`src/rtl/seq_divide.sv`:
```
// Iterative restoring radix-2 unsigned divider: one quotient bit per clock,
// valid/ready handshakes on both the operand and the result side.
module seq_divide #(
    parameter int WIDTH = 8
) (
    input  logic             clk,
    input  logic             reset,
    input  logic             in_valid,
    output logic             in_ready,
    input  logic [WIDTH-1:0] dividend,
    input  logic [WIDTH-1:0] divisor,
    output logic             out_valid,
    input  logic             out_ready,
    output logic [WIDTH-1:0] quotient,
    output logic [WIDTH-1:0] remainder,
    output logic             div_by_zero
);

    localparam int CNT_W = $clog2(WIDTH + 1);

    typedef enum logic [1:0] {
        IDLE = 2'd0,
        BUSY = 2'd1,
        DONE = 2'd2
    } state_t;

    state_t           state, state_nxt;
    logic [CNT_W-1:0] cnt;
    logic [WIDTH-1:0] acc;       // partial remainder
    logic [WIDTH-1:0] quo;       // remaining dividend bits, quotient bits shift in at the LSB
    logic [WIDTH-1:0] dvs;
    logic [WIDTH-1:0] acc_step;
    logic [WIDTH-1:0] quo_step;
    logic             accept;
    logic             last_step;
    logic             dvs_zero;

    // One restoring step: shift in the next dividend bit, trial-subtract with a
    // spare MSB so the borrow is visible, keep the difference only if non-negative.
    function automatic logic [2*WIDTH-1:0] restore_step(
        input logic [WIDTH-1:0] acc_in,
        input logic [WIDTH-1:0] quo_in,
        input logic [WIDTH-1:0] dvs_in
    );
        logic [WIDTH:0] shifted;
        logic [WIDTH:0] diff;
        logic [WIDTH:0] quo_ext;
        logic           q_bit;
        shifted = {acc_in, quo_in[WIDTH-1]};
        diff    = shifted - {1'b0, dvs_in};
        q_bit   = ~diff[WIDTH];
        quo_ext = {quo_in, q_bit};
        if (q_bit)
            return {diff[WIDTH-1:0], quo_ext[WIDTH-1:0]};
        else
            return {shifted[WIDTH-1:0], quo_ext[WIDTH-1:0]};
    endfunction

    always_comb begin
        {acc_step, quo_step} = restore_step(acc, quo, dvs);
    end

    assign dvs_zero  = (dvs == '0);
    assign last_step = (state == BUSY) && (cnt == CNT_W'(1));

    always_ff @(posedge clk) begin
        if (reset)
            state <= IDLE;
        else
            state <= state_nxt;
    end

    always_comb begin
        state_nxt = state;
        in_ready  = 1'b0;
        out_valid = 1'b0;
        accept    = 1'b0;
        case (state)
            IDLE: begin
                in_ready = 1'b1;
                if (in_valid) begin
                    accept    = 1'b1;
                    state_nxt = BUSY;
                end
            end
            BUSY: begin
                if (cnt == CNT_W'(1))
                    state_nxt = DONE;
            end
            DONE: begin
                out_valid = 1'b1;
                if (out_ready)
                    state_nxt = IDLE;
            end
            default: state_nxt = IDLE;
        endcase
    end

    // A zero divisor spends a single BUSY cycle, so its latency is one clock.
    always_ff @(posedge clk) begin
        if (reset) begin
            cnt         <= '0;
            quotient    <= '0;
            remainder   <= '0;
            div_by_zero <= 1'b0;
        end else if (accept) begin
            cnt <= (divisor == '0) ? CNT_W'(1) : CNT_W'(WIDTH);
        end else if (state == BUSY) begin
            cnt <= cnt - CNT_W'(1);
            if (last_step) begin
                if (dvs_zero) begin
                    quotient    <= '1;
                    remainder   <= quo;
                    div_by_zero <= 1'b1;
                end else begin
                    quotient    <= quo_step;
                    remainder   <= acc_step;
                    div_by_zero <= 1'b0;
                end
            end
        end
    end

    always_ff @(posedge clk) begin
        if (accept) begin
            acc <= '0;
            quo <= dividend;
            dvs <= divisor;
        end else if (state == BUSY) begin
            acc <= acc_step;
            quo <= quo_step;
        end
    end

endmodule
```
`config.mk`:
```
export PLATFORM = sky130hd
export DESIGN_NAME = seq_divide
export DESIGN_NICKNAME = d
export VERILOG_FILES = /design/src/rtl/seq_divide.sv
export SDC_FILE = /design/constraint.sdc
export NUM_CORES = 1
export LEC_CHECK = 0
export BUFFER_PORTS_ARGS = -buffer_cell sky130_fd_sc_hd__buf_4
export CAP_MARGIN = 20
export CORE_ASPECT_RATIO = 1.75
export CORE_MARGIN = 2
export CORE_UTILIZATION = 45
export CTS_BUF_LIST = sky130_fd_sc_hd__clkbuf_16
export CTS_CLUSTER_DIAMETER = 100
export CTS_CLUSTER_SIZE = 25
export DETAILED_ROUTE_END_ITERATION = 6
export PLACE_DENSITY = 0.66
export SYNTH_ARGS = -nofsm -noshare
export SYNTH_HDL_FRONTEND = slang
export SYNTH_SLANG_ARGS = --single-unit
```
`constraint.sdc`:
```
create_clock -name clk -period 5 [get_ports clk]
set_input_delay 0.5 -clock clk [delete_from_list [all_inputs] [get_ports clk]]
set_output_delay 0.5 -clock clk [all_outputs]
set_load 0.05 [all_outputs]
```
# Word-level counts from Yosys, hierarchy flattened
# Cells that the tools add are included.
dict set report word_totals {
  ramBits 0
  latchBits 0
  n_memories 0
  rom_bits 0
  output_inout_bits 19
  register_bits 47
}
dict set report classes {
  n_shift 0
  eq_ne 6
  muxes 17
  bitwise_logic 2
  reduce_logical 7
  mul 0
  n_addsub 2
  div 0
  order_cmp 0
}
# op count
set op_table {}
lappend op_table {{8-bit 2-to-1 mux} 4}
lappend op_table {{8-bit logical NOT} 2}
lappend op_table {{16-bit 2-to-1 mux} 1}
lappend op_table {{4-bit 2-to-1 mux} 3}
lappend op_table {{9-bit by 8-bit subtractor with 9-bit output} 1}
lappend op_table {{2-bit 2-to-1 mux} 3}
lappend op_table {{2-bit inequality test (second input constant)} 3}
lappend op_table {{2-bit one-hot mux with 3 select lines} 1}
lappend op_table {{3-bit AND reduction} 2}
lappend op_table {{1-bit 2-to-1 mux} 5}
lappend op_table {{4-bit by 1-bit equality test with 1-bit output (second input constant)} 1}
lappend op_table {{4-bit by 1-bit subtractor with 4-bit output (second input constant)} 1}
lappend op_table {{2-bit by 1-bit equality test with 1-bit output (second input constant)} 1}
lappend op_table {{2-bit equality test (second input constant)} 1}
lappend op_table {{2-bit logical NOT} 1}
lappend op_table {{1-bit NOT} 2}
lappend op_table {{2-bit nonzero test} 1}
lappend op_table {{1-bit logical AND} 1}

# Longest topological paths before layout
dict set report logic_depth {
  depth_word 5
  ltp_mapped 11
  depth_no_buf 10
}

# Worst setup path before layout
# No wires, ideal clock.
dict set report synth_path {
  path_type {register to register}
  startpoint {register quo[7]}
  endpoint {register acc[4]}
  required_ns 4.867
  period_less_slack_ns 2.393
  arrival_time_ns 2.261
  setup_ns 0.133
  n_path_buf 1
  setup_slack_ns 2.607
  path_stages_with_launch 12
  path_cell_list {edfxtp_1 inv_1 ha_1 inv_1 fa_1 a211oi_2 o21ai_1 a31oi_2 xnor2_2 buf_6 mux2i_1 o22ai_1}
}
dict set report synth_via {
  elab_chain_len 2
}
# item line
set synth_lines {}
lappend synth_lines {{start, declared} 30} ;# logic [WIDTH-1:0] quo;
lappend synth_lines {{start signal, assigned} 127} ;# quo <= dividend;
lappend synth_lines {{start signal, assigned} 131} ;# quo <= quo_step;
lappend synth_lines {{9-bit by 8-bit subtractor with 9-bit output} 50} ;# diff = shifted - {1'b0, dvs_in};
lappend synth_lines {{16-bit 2-to-1 mux} 53} ;# if (q_bit)
lappend synth_lines {{end signal, assigned} 130} ;# acc <= acc_step;
lappend synth_lines {{end, declared} 29} ;# logic [WIDTH-1:0] acc;
# No other way between the ends.
# A chain may end at the register's enable or synchronous reset.

# Final worst setup path
dict set report layout_path {
  startpoint {register quo[7]}
  endpoint {register remainder[3]}
}
dict set report layout_via {
  elab_chain_len 3
}
# item line
set layout_lines {}
lappend layout_lines {{9-bit by 8-bit subtractor with 9-bit output} 50}
lappend layout_lines {{16-bit 2-to-1 mux} 53}
lappend layout_lines {{8-bit 2-to-1 mux} 111} ;# if (dvs_zero) begin
lappend layout_lines {{end signal, assigned} 113} ;# remainder <= quo;
lappend layout_lines {{end signal, assigned} 117} ;# remainder <= acc_step;
lappend layout_lines {{end, declared} 15} ;# output logic [WIDTH-1:0] remainder,
# No other way between the ends.

==> impl_results.md <==
* Status: completed
* CTS Hold Buffers Added at 0
* Type of the worst min-delay path: in2reg
* Initial core utilization at 45.99%
* Clock tree from TritonCTS: yes
* Sequential-to-total area share from yosys stat at 48.51%
* Maximum number of pins on one net before global-route repair at 26
* Buffers inserted by post-CTS timing repair at 0
* Nets at 290
* DP Worst Slack at 2.363 ns
* Gate count of the mapped netlist at 222
* Design Power at 1.332 mW
* CTS clk-pin slew, worst paths at 0.06 ns
* Post-synthesis instance area at 0.002270 sq mm
* DR pass1 iterations at 4
* Count of standard-cell rows at 34
* Critical path buffer and inverter count at 2
* Post-detailed-route wirelength per cell at 15.87 microns
* Drc violations at 0
* Actual transition at the worst max-transition pin at 0.8388 ns
* Total of flip-flops plus latches after synthesis at 47
* Fraction of final layout cells with drive strength greater than 1 at 24.62%
* Slowest Stage Delay on Critical Path at 0.43 ns
* Unrepaired setup endpoints after global routing: false
* Number of warnings reported in the yosys synthesis log at 0
* Cell family with most CP delay: compound AO/OA/AOI/OAI gates
* Biggest area contributors in the synthesized netlist: sky130_fd_sc_hd__dfxtp_1, sky130_fd_sc_hd__edfxtp_1, sky130_fd_sc_hd__ha_1
* Final Routed Wirelength at 4983 microns
* Post-CTS resize count at 0
* WP data required at 5.14 ns
* Height of the die at 97.95 microns
* Library cell occupying the most area in the post-synthesis netlist: sky130_fd_sc_hd__dfxtp_1
* Number of buffers added on ports at 38
* Min Clock Period, post-route at 2.667 ns
* Global route total overflow at 0
* Power per standard cell area at 486.2 mW/mm^2
* Achievable Freq at 374.9 MHz
* ANT nets after route at 0
* Detailed placer's ending HPWL at 3657 microns
* Buffer type at the clock tree root: sky130_fd_sc_hd__clkbuf_16
* Cell with the largest stage delay on the worst path: sky130_fd_sc_hd__fa_1
* Worst-skew pair later-pin latency at 0.28 ns
* H-tree Lvls at 2
* Top FF cell, synth: sky130_fd_sc_hd__dfxtp_1
* Horiz. Die Dim at 57.69 microns
* Vias post-DR at 1741
* FFs w/ async S/R, synth at 0%
* Area Overhead vs Synth at 20.73%
* Number of global-route vias before repair at 1739
* Number of max-slew violations in the final report at 0
* Leak at 1.114 nW
* Worst Slack Setup Final at 2.333 ns
* Total die area at 0.005650 sq mm
* CTS sink cnt at 47
* Initial antenna violation count at 0
* Setup total negative slack at 0 ns
* Max IR drop VDD at 0.2993 mV
* Clock Skew at 0.004979 ns
* Number of I/O pins at 39
* Number of fill cells in the layout at 462
* Clock Path Buffers at 2
* Crit-path most repeated cell: sky130_fd_sc_hd__inv_1
* Via density per instance at 5.545
* Number of enable-type register cells in the synthesized netlist at 16
* Cell types with the highest counts after synthesis: sky130_fd_sc_hd__dfxtp_1, sky130_fd_sc_hd__nor2_1, sky130_fd_sc_hd__edfxtp_1
* Core region area at 0.004935 sq mm
* Max Fanout on Critical Path at 13
* Total Routing Usage GR at 19.47%
* Critical path class: reg2reg
* Synthesized area divided by synthesized cell count at 10.22 sq um
* Fraction of the cycle the final worst path needs at 53.34%
* Worst-case headroom to the max-slew limit at 43.80%
* Arrival time of data at the critical path endpoint at 2.81 ns
* Routability congestion estimate at 0.7576
* Hold violation total from the final report at 0
* DRC violation total after the first TritonRoute iteration at 62
* Setup violations, final at 0
* Capturing element type of the critical path: flop
* Crit path launch type: flop
* CP Cell Sequence: inv_1, ha_1, inv_1, fa_1, a211oi_2, o21ai_1, a31oi_2, xnor2_2, mux2i_1, o22ai_1
* Post-synth net total at 253
* Number of buffers created by CTS at 5
* Number of distinct standard cells referenced by the synthesized netlist at 44
* Maxcap violations at 0
* Global-route wire length before repair at 8438 microns
* Top-area cell type share of the netlist area at 27.34%
* Fin util at 55.53%
* Antenna fix cells at 0
cells by family (layout without fill, tap and decap cells):
| logic type | after synthesis | in the layout | synth area share, % |
|---|---|---|---|
| and+or+nand+nor | 71 | 71 | 15.16 |
| AOI/OAI and AO/OA | 49 | 49 | 15.16 |
| DFF | 47 | 47 | 48.51 |
| buffers and inverters | 22 | 60 | 4.465 |
| muxes | 15 | 15 | 7.277 |
| adders and majority gates | 11 | 11 | 6.395 |
| xor gates and xnor gates | 7 | 7 | 3.032 |
metrics by stage:
stage / area (sq um) / instances / hold slack [ns]
floorplan: 2270 / 222 / 0.4462
global placement: 2577 / 306 / 0.4748
detailed placement: 2577 / 306 / 0.4826
CTS: 2740 / 314 / 0.3976
global route: 2740 / 314 / 0.3903
finish: 2740 / 314 / 0.4011
per-layer routing:
metal	track usage [%]	vias up	wire [microns]
li1	-	871	-
met1	24.21	835	2134
met2	32.26	27	2592
met3	3.311	8	122
met4	8.766	0	134
met5	0	-	0
cell usage in the layout, fill, tap and decap left out, types with 2 or more instances in the layout:
master | netlist | layout
sky130_fd_sc_hd__nor3b_2 | 2 | 2
sky130_fd_sc_hd__buf_4 | 0 | 39
sky130_fd_sc_hd__xnor2_1 | 4 | 4
sky130_fd_sc_hd__inv_1 | 13 | 15
sky130_fd_sc_hd__nand2_1 | 10 | 10
sky130_fd_sc_hd__edfxtp_1 | 16 | 16
sky130_fd_sc_hd__nor2_1 | 31 | 31
sky130_fd_sc_hd__nor4_1 | 5 | 5
sky130_fd_sc_hd__a21oi_1 | 5 | 5
sky130_fd_sc_hd__nand2b_1 | 3 | 3
sky130_fd_sc_hd__o21a_1 | 2 | 2
sky130_fd_sc_hd__o21bai_1 | 2 | 2
sky130_fd_sc_hd__a31o_1 | 2 | 2
sky130_fd_sc_hd__ha_1 | 10 | 10
sky130_fd_sc_hd__xor2_1 | 2 | 2
sky130_fd_sc_hd__o22ai_1 | 11 | 11
sky130_fd_sc_hd__mux2i_1 | 6 | 6
sky130_fd_sc_hd__dfxtp_1 | 31 | 31
sky130_fd_sc_hd__o21ai_0 | 5 | 5
sky130_fd_sc_hd__o21ai_1 | 5 | 5
sky130_fd_sc_hd__nor3_1 | 13 | 13
sky130_fd_sc_hd__a22oi_1 | 8 | 8
sky130_fd_sc_hd__clkbuf_16 | 0 | 5
sky130_fd_sc_hd__mux2_2 | 8 | 8
report_power, final:
part / internal (mW) / switching, mW
combinational: 0.201 / 0.250
clock: 0.232 / 0.134
sequential: 0.463 / 0.0515
total: 0.897 / 0.436
final timing paths:
kind	slack, ns	cells after the start	endpoint	startpoint
worst max-delay path	2.33	10	remainder[3]	quo[7]
worst min-delay path	0.40	1	dvs[4]	divisor[4]
worst max register to register	2.33	10	remainder[3]	quo[7]
worst min register to register	0.49	2	acc[2]	acc[2]
final cells by class:
type | instances | area, sq um | area share [%]
clock buffers | 5 | 125.1 | 4.566
inverters | 13 | 48.80 | 1.781
clock inverters | 3 | 37.54 | 1.370
repair buffers | 39 | 292.8 | 10.68
well taps | 54 | 67.56 | 2.466
flip-flops and latches | 47 | 1101 | 40.18
multi-input cells | 153 | 1067 | 38.95
registers in the layout, indices dropped and copies added, names as in the netlist:
| name | cells |
|---|---|
| acc | 8 |
| cnt | 4 |
| div_by_zero | 1 |
| dvs | 8 |
| quo | 8 |
| quotient | 8 |
| remainder | 8 |
| state | 2 |
No activity file was read; power rests on OpenSTA's default activity.
